[config.mk]
export PLATFORM = sky130hd
export DESIGN_NAME = cic_comp_fir
export DESIGN_NICKNAME = d
export VERILOG_FILES = /design/src/rtl/cic_comp_fir.sv
export SDC_FILE = /design/constraint.sdc
export NUM_CORES = 2
export LEC_CHECK = 0
export ABC_AREA = 1
export CAP_MARGIN = 20
export CORE_ASPECT_RATIO = 1.4
export CORE_UTILIZATION = 65
export DETAILED_ROUTE_END_ITERATION = 6
export HOLD_SLACK_MARGIN = 0.05
export PLACE_DENSITY = 0.83
export SETUP_SLACK_MARGIN = 0.2
export SLEW_MARGIN = 15
export SYNTH_ARGS = -nofsm -noshare
export SYNTH_HDL_FRONTEND = slang
export SYNTH_SLANG_ARGS = --single-unit
[constraint.sdc]
create_clock -name clk -period 47.4 [get_ports clk]
set_input_delay 11.85 -clock clk [delete_from_list [all_inputs] [get_ports clk]]
set_output_delay 11.85 -clock clk [all_outputs]
set_load 0.02 [all_outputs]
[src/rtl/cic_comp_fir.sv]
// cic_comp_fir -- decimating compensation FIR placed after the CIC decimator.
//
// Accepts CIC words on din/din_rdy, stores them in a TAPS-deep circular
// buffer and, on every DECIM-th accepted sample, runs one serial MAC pass
// over the window (one tap per enabled clock), then rounds, shifts and
// narrows the accumulator to DOUT_W bits.
//
// Ports
//   clk, rst          system clock, asynchronous active-high reset
//   clk_en            global enable; every register holds when low
//   din, din_rdy      input sample and its one-cycle valid strobe
//   coef_we/addr/data coefficient write port (taken only in IDLE, not on MAC start)
//   status_clr        clears the sticky overrun / cfg_err flags
//   dout, dout_rdy    filtered sample (held) and its one-cycle strobe
//   busy              FSM outside IDLE
//   overrun           sticky: an input sample was dropped
//   cfg_err           sticky: a coefficient write was rejected
//
// Build option
//   CIC_COMP_SAT_EN   defined: saturate the result to DOUT_W; undefined: wrap.
//
// State table
//   S_IDLE  | accept samples (hold first, then din), accept coef writes
//   S_MAC   | TAPS cycles, one coef*sample product per cycle
//   S_ROUND | round/shift/narrow, register dout, pulse dout_rdy

module cic_comp_fir #(
    parameter int DIN_W     = 32,
    parameter int DOUT_W    = 24,
    parameter int COEF_W    = 18,
    parameter int TAPS      = 16,
    parameter int DECIM     = 2,
    parameter int ACC_W     = 54,
    parameter int OUT_SHIFT = 0
) (
    input  logic                     clk,
    input  logic                     rst,
    input  logic                     clk_en,
    input  logic [DIN_W-1:0]         din,
    input  logic                     din_rdy,
    input  logic                     coef_we,
    input  logic [$clog2(TAPS)-1:0]  coef_addr,
    input  logic [COEF_W-1:0]        coef_data,
    input  logic                     status_clr,
    output logic [DOUT_W-1:0]        dout,
    output logic                     dout_rdy,
    output logic                     busy,
    output logic                     overrun,
    output logic                     cfg_err
);

    localparam int AW  = $clog2(TAPS);
    localparam int PHW = (DECIM > 1) ? $clog2(DECIM) : 1;
    localparam int PW  = COEF_W + DIN_W;

    // Half-LSB rounding constant; zero when no shift is applied.
    localparam logic signed [ACC_W-1:0] RND =
        ACC_W'(OUT_SHIFT > 0) << ((OUT_SHIFT > 0) ? (OUT_SHIFT - 1) : 0);

    typedef enum logic [1:0] {S_IDLE, S_MAC, S_ROUND} state_t;

    state_t                   state;
    logic [DIN_W-1:0]         sbuf [TAPS];
    logic signed [COEF_W-1:0] coef [TAPS];
    logic [AW-1:0]            wp;
    logic [AW-1:0]            newest;
    logic [AW-1:0]            k;
    logic [PHW-1:0]           phase;
    logic [DIN_W-1:0]         hold;
    logic                     hold_vld;
    logic signed [ACC_W-1:0]  acc;

    logic                     accept;
    logic [DIN_W-1:0]         acc_sample;
    logic                     start_mac;
    logic                     coef_ok;
    logic [AW-1:0]            rd_idx;
    logic signed [DIN_W-1:0]  x_rd;
    logic signed [PW-1:0]     prod;
    logic signed [ACC_W-1:0]  acc_rnd;
    logic [DOUT_W-1:0]        dout_next;

    // The hold register has priority over din: it holds the older sample.
    assign accept     = (state == S_IDLE) && (hold_vld || din_rdy);
    assign acc_sample = hold_vld ? hold : din;
    assign start_mac  = accept && (phase == PHW'(DECIM - 1));
    assign coef_ok    = (state == S_IDLE) && !start_mac;

    // k counts down from TAPS-1; the sum is order-independent.
    assign rd_idx  = newest - k;
    assign x_rd    = sbuf[rd_idx];
    assign prod    = PW'(coef[k]) * PW'(x_rd);
    assign acc_rnd = acc + RND;

`ifdef CIC_COMP_SAT_EN
    localparam logic signed [ACC_W-1:0] SAT_MAX =
        {{(ACC_W-DOUT_W+1){1'b0}}, {(DOUT_W-1){1'b1}}};
    localparam logic signed [ACC_W-1:0] SAT_MIN =
        {{(ACC_W-DOUT_W+1){1'b1}}, {(DOUT_W-1){1'b0}}};
    logic signed [ACC_W-1:0] r;
    assign r = acc_rnd >>> OUT_SHIFT;
    always_comb begin
        dout_next = r[DOUT_W-1:0];
        if (r > SAT_MAX)
            dout_next = SAT_MAX[DOUT_W-1:0];
        else if (r < SAT_MIN)
            dout_next = SAT_MIN[DOUT_W-1:0];
    end
`else
    assign dout_next = DOUT_W'(acc_rnd >>> OUT_SHIFT);
`endif

    assign busy = (state != S_IDLE);

    always_ff @(posedge clk or posedge rst) begin
        if (rst) begin
            state    <= S_IDLE;
            wp       <= '0;
            newest   <= '0;
            k        <= '0;
            phase    <= '0;
            hold     <= '0;
            hold_vld <= 1'b0;
            acc      <= '0;
            dout     <= '0;
            dout_rdy <= 1'b0;
            overrun  <= 1'b0;
            cfg_err  <= 1'b0;
            for (int i = 0; i < TAPS; i++) begin
                sbuf[i] <= '0;
                coef[i] <= (i == 0) ? COEF_W'(1) : '0;
            end
        end else if (clk_en) begin
            dout_rdy <= 1'b0;

            // Clear first so a same-cycle set event below wins.
            if (status_clr) begin
                overrun <= 1'b0;
                cfg_err <= 1'b0;
            end

            if (coef_we) begin
                if (coef_ok)
                    coef[coef_addr] <= coef_data;
                else
                    cfg_err <= 1'b1;
            end

            if (accept) begin
                sbuf[wp] <= acc_sample;
                newest   <= wp;
                wp       <= wp + 1'b1;
                if (start_mac)
                    phase <= '0;
                else
                    phase <= phase + 1'b1;
            end

            if (state == S_IDLE) begin
                // Draining the hold; a simultaneous din refills it.
                if (hold_vld) begin
                    hold_vld <= din_rdy;
                    if (din_rdy)
                        hold <= din;
                end
            end else if (din_rdy) begin
                if (!hold_vld) begin
                    hold     <= din;
                    hold_vld <= 1'b1;
                end else begin
                    overrun <= 1'b1;
                end
            end

            case (state)
                S_IDLE: begin
                    if (start_mac) begin
                        state <= S_MAC;
                        acc   <= '0;
                        k     <= AW'(TAPS - 1);
                    end
                end
                S_MAC: begin
                    acc <= acc + ACC_W'(prod);
                    if (k == '0)
                        state <= S_ROUND;
                    else
                        k <= k - 1'b1;
                end
                S_ROUND: begin
                    dout     <= dout_next;
                    dout_rdy <= 1'b1;
                    state    <= S_IDLE;
                end
                default: state <= S_IDLE;
            endcase
        end
    end

endmodule

After elaboration in Yosys (flattened, before gate mapping)
Index checks and enable logic that the tools add are counted.
{ "classes": {"n_addsub": 5, "n_mul": 1, "n_lt_le_gt_ge": 6, "n_eq_ne": 7, "muxes": 37, "bitwise_logic": 4, "n_reduce_logical": 20} }
{ "op_table": {"columns": ["op", "n"], "rows": [
  ["bitwise mux 512 bit", 1],
  ["bitwise mux 288 bit", 1],
  ["two-way mux 32 bit", 8],
  ["binary-select mux 32 bit (select 4 bit)", 1],
  ["demux 32 bit (select 4 bit)", 1],
  ["one-hot mux 54 bit (2 select lines)", 1],
  ["binary-select mux 18 bit (select 4 bit)", 1],
  ["demux 18 bit (select 4 bit)", 1],
  ["adder 54 x 50 -> 54 bit", 1],
  ["two-way mux 18 bit", 3],
  ["two-way mux 54 bit", 1],
  ["multiplier 18 x 32 -> 50 bit", 1],
  ["greater-or-equal comparator 5 bit, second input constant", 4],
  ["NOT 4 -> 5 bit", 4],
  ["two-way mux 1 bit", 12],
  ["< comparator 5 x 1 -> 1 bit, second input constant", 2],
  ["!= test 2 bit, second input constant", 5],
  ["AND reduction 3 bit", 3],
  ["two-way mux 4 bit", 2],
  ["one-hot mux 4 bit (2 select lines)", 1],
  ["AND reduction 4 bit", 2],
  ["AND reduction 2 bit", 3],
  ["nonzero test 2 bit", 3],
  ["logical AND 1 bit", 5],
  ["12 further kinds", 13]
]} }
{ "word_totals": {"reg_bits": 929, "in_bits": 60, "out_inout_bits": 28, "wordCells": 124} }

Logic depth before layout (Yosys ltp)
{ "depth": {"word_depth": 8, "mapped_depth": 46} }

Least setup slack after synthesis
No wires, ideal clock.
{ "synth_timing": {"path_type": "input -> register", "startpoint": "input port din_rdy", "endpoint": "register sbuf[183] (netlist name)", "setup_time_ns": 0.136, "t_arrival_ns": 13.141, "slack_ns": 34.123, "path_stages": 9, "path_buffers": 3, "path_cell_list": "nor2_1 > nor2_1 > nand2_1 > inv_2 > buf_4 > nand4_1 > clkbuf_1 > clkbuf_1 > o21ai_0"} }
{ "synth_between": {"elab_chain_len": 3} }
{ "synth_rtl": {"columns": ["item", "line", "rtl"], "rows": [
  ["from (decl)", "40", "input logic din_rdy,"],
  ["logical OR 1 bit", "84", "assign accept = (state == S_IDLE) && (hold_vld || din_rdy);"],
  ["logical AND 1 bit", "84", null],
  ["AND reduction 2 bit (no source line)", null, null],
  ["to (signal, indexed assignment)", "150", "sbuf[wp] <= acc_sample;"],
  ["to (decl)", "63", "logic [DIN_W-1:0] sbuf [TAPS];"]
]} }
No other way between the ends.
A chain may end at the register's enable or synchronous reset.

Final worst setup path
{ "layout_timing": {"startpoint": "input port clk_en", "endpoint": "register k[0]"} }
{ "layout_between": {"elab_chain_len": 1} }
{ "layout_rtl": {"columns": ["item", "line", "rtl"], "rows": [
  ["from (decl)", "38", "input logic clk_en,"],
  ["AND reduction 4 bit (no source line)", null, null],
  ["to (signal assigned)", "180", "k <= AW'(TAPS - 1);"],
  ["to (signal assigned)", "188", "k <= k - 1'b1;"],
  ["to (decl)", "67", "logic [AW-1:0] k;"]
]} }
No other way between the ends.

==> results.py <==
metrics = {
    "synth": {
        "synth_edf_count": 0,
        "yosysWarnings": 0,
        "mappedNetlistNets": 6029,
        "avgSynthCellArea_sq_um": 7.87,
        "synth-seq-cells": 763,
        "ys.flop_type": "dfrtp_1",
        "async_reset_ff_share_pct": 100,
        "synthTopCellsByArea": "dfrtp_1, nand2_1, fa_1",
        "synth_top_area_share_pct": 42.9,
        "synth.distinct_cells": 45,
        "synthesis.area_sq_mm": 0.0444,
        "netlist_instances": 5648,
        "synth_top_area_cell": "dfrtp_1",
        "yosysSeqAreaShare_pct": 43.0,
    },
    "sta": {
        "rsz0062_at_grt": "false",
        "finalSetupTns_ns": 0,
        "fmax_ghz": 0.0662,
        "setup_viol": 0,
        "finalClockSkew_ns": 0.0389,
        "tightestPinTransition_ns": 1.19,
        "period_needed_ns": 15.11,
        "post-route-period-util_pct": 31.9,
        "drv_slew": 0,
        "slew_headroom_pct": 20.5,
        "hold_violations": 0,
    },
    "clocking": {
        "clock-sinks": 763,
        "cts_tree": "yes",
        "ctsRootBufferMaster": "clkbuf_16",
        "cts_max_path_buffers": 3,
        "cts.reportedPaths.clkPinSlew_ns": 0.06,
        "cts_made_buffers": 75,
        "htreeDepth": 3,
        "clock_latency_ns": 0.67,
        "hold_buffers": 0,
        "cts_setup_buffers": 0,
        "post_cts_resize_count": 0,
    },
    "worst_setup_path": {
        "cpMostUsedCell": "nand2_1",
        "required_ns": 47.89,
        "crit_fanout": 24,
        "start_kind": "primary input",
        "path_class": "in -> reg",
        "critPathArrivalTime_ns": 15.60,
        "end_kind": "register",
        "slowest_stage": "clkdlybuf4s50_1",
        "slowest_delay_ns": 1.00,
        "crit_path_cell_trace": "clkdlybuf4s50_1 > nand2_1 > inv_2 > nand2_1 > nand2_1 > nand2_1 > inv_1 > nand2_1 > nand2_1 > o21ai_0",
    },
    "detailed_routing": {
        "finalWirelength_um": 121000,
        "vias": 38100,
        "ant_nets": 0,
        "drc": 0,
        "drt_iter0_drc": 4139,
        "drtPass1Iterations": 6,
        "route.detailed.wl_per_inst_um": 18.7,
        "vias_per_cell": 5.91,
    },
    "floorplan": {
        "ios": 88,
        "die-area_sq_mm": 0.0694,
        "coreArea_sq_mm": 0.0677,
        "initial_core_util_pct": 65.6,
        "floorplan.die.width_um": 223,
        "die_h_um": 311,
        "core.rowCount": 113,
    },
    "final_layout": {
        "antenna_cells": 0,
        "drive_above_1_share_pct": 4.90,
        "nNetsFinal": 5920,
        "area_growth_pct": 8.39,
    },
    "global_route": {
        "grt_pass1_wl_um": 195000,
        "grt_max_degree": 185,
        "grt.total_usage_pct": 35.6,
        "grt_overflow_total": 0,
        "grt_pass1_vias": 37400,
        "antenna_found_initial": 1,
    },
    "placed_design": {
        "place.port_buffers": 79,
        "dpl.hpwl_um": 74400,
        "place.gp.congestion": 0.933,
    },
    "worst_hold_path": {
        "hp-class": "reg -> reg",
    },
    "outcome": {
        "outcome": "complete, no violations",
    },
    "job": {
        "max-cap-violations": 0,
    },
}
-- layout make-up --
| class | instances | area, sq um |
|---|---|---|
| Fill cell | 5065 | 19600 |
| Tap cell | 862 | 1080 |
| Clock inverter | 30 | 422 |
| Sequential cell | 763 | 19100 |
| Clock buffer | 105 | 2180 |
| Inverter | 645 | 2430 |
| Multi-Input combinational cell | 3890 | 21400 |
| Timing Repair Buffer | 164 | 1580 |
-- cells in the final DEF, fill, tap and decap left out, types with 3 or more instances in the layout --
| master | synthesis | final |
|---|---|---|
| a21oi_1 | 177 | 176 |
| a31oi_1 | 25 | 25 |
| a32o_1 | 5 | 5 |
| buf_12 | 0 | 5 |
| buf_16 | 0 | 4 |
| buf_4 | 38 | 74 |
| bufinv_16 | 0 | 7 |
| clkbuf_1 | 179 | 11 |
| clkbuf_16 | 0 | 75 |
| clkbuf_8 | 0 | 19 |
| clkdlybuf4s50_1 | 0 | 79 |
| clkinv_1 | 10 | 10 |
| clkinv_2 | 0 | 12 |
| clkinv_8 | 0 | 3 |
| dfrtp_1 | 762 | 760 |
| fa_1 | 227 | 226 |
| ha_1 | 94 | 93 |
| inv_1 | 618 | 616 |
| inv_2 | 16 | 16 |
| nand2_1 | 1778 | 1777 |
| nand2_2 | 16 | 17 |
| nand3_1 | 369 | 369 |
| nand3b_1 | 6 | 6 |
| nand4_1 | 11 | 11 |
| nor2_1 | 352 | 340 |
| nor2_4 | 0 | 12 |
| nor3_1 | 4 | 4 |
| o211ai_1 | 22 | 22 |
| o21ai_0 | 723 | 717 |
| o21ai_1 | 23 | 28 |
| o21ai_2 | 4 | 5 |
| o22ai_1 | 19 | 19 |
| xnor2_1 | 7 | 7 |
| xor2_1 | 11 | 11 |
-- layer usage --
layer	track usage, %	vias up	wire [um]
met1	46.0	18400	45700
met2	58.2	1848	57900
met4	19.5	2	6550
met3	5.34	436	10400
met5	0	-	13
li1	-	17500	-
-- registers in the layout, summed over array words and instances, names as in the netlist --
register	flops
sbuf	384
coef	288
acc	24
dout	24
hold	24
k	4
newest	4
wp	4
state	2
cfg_err	1
dout_rdy	1
hold_vld	1
overrun	1
phase	1
-- cell families after synthesis --
group	count (synthesis)	share of synthesized area [%]
AOI/OAI and AO/OA	1006	11.7
xor gates and xnor gates	19	0.391
adders and majority gates	321	12.9
buffers and inverters	995	9.24
DFF	763	43.0
muxes	1	0.0253
and+or+nand+nor	2543	22.8
-- Yosys cell counts (12+ instances only) --
library cell	count
o211ai_1	22
clkbuf_1	179
nor2_1	352
fa_1	227
o21ai_0	723
o21ai_1	23
dfrtp_1	762
a31oi_1	25
o22ai_1	19
buf_4	38
nand2_1	1778
a21oi_1	177
ha_1	94
inv_1	618
nand3_1	369
nand2_2	16
buf_2	108
buf_6	12
inv_2	16
buf_1	12
-- per-stage QoR --
step                      std cells  instance area [sq um]  utilization, %  hold WS, ns  setup WS [ns]
final                          6459                  48200            71.1        0.481          32.29
after global routing           6459                  48200            71.1        0.496          32.23
after CTS                      6455                  48100            71.0        0.483          32.50
after detailed placement       6320                  45500            67.2        0.469          31.86
after global placement         6317                  45400            67.1        0.461          31.87
after floorplan                5648                  44400               -        0.446          14.14
-- path summary, 6_finish.rpt --
path	start	endpoint	slack [ns]	cells past startpoint
worst max-delay path	clk_en	k[0]	32.29	10
worst min register to register	sbuf[205]	sbuf[205]	0.48	2
worst min-delay path	sbuf[205]	sbuf[205]	0.48	2
min in group asynchronous	rst	sbuf[321]	11.77	2
worst max register to register	k[0]	acc[23]	36.03	41
max in group asynchronous	rst	hold[13]	33.40	5
-- critical path, delay by kind of cell --
family,cells,cell delay (ns)
and+or+nand+nor,6,2.11
buffers and inverters,3,1.52
AOI/OAI and AO/OA,1,0.10
Power is not shown: default switching activity piles up to over one toggle a cycle in this logic, so the estimate is an artifact.
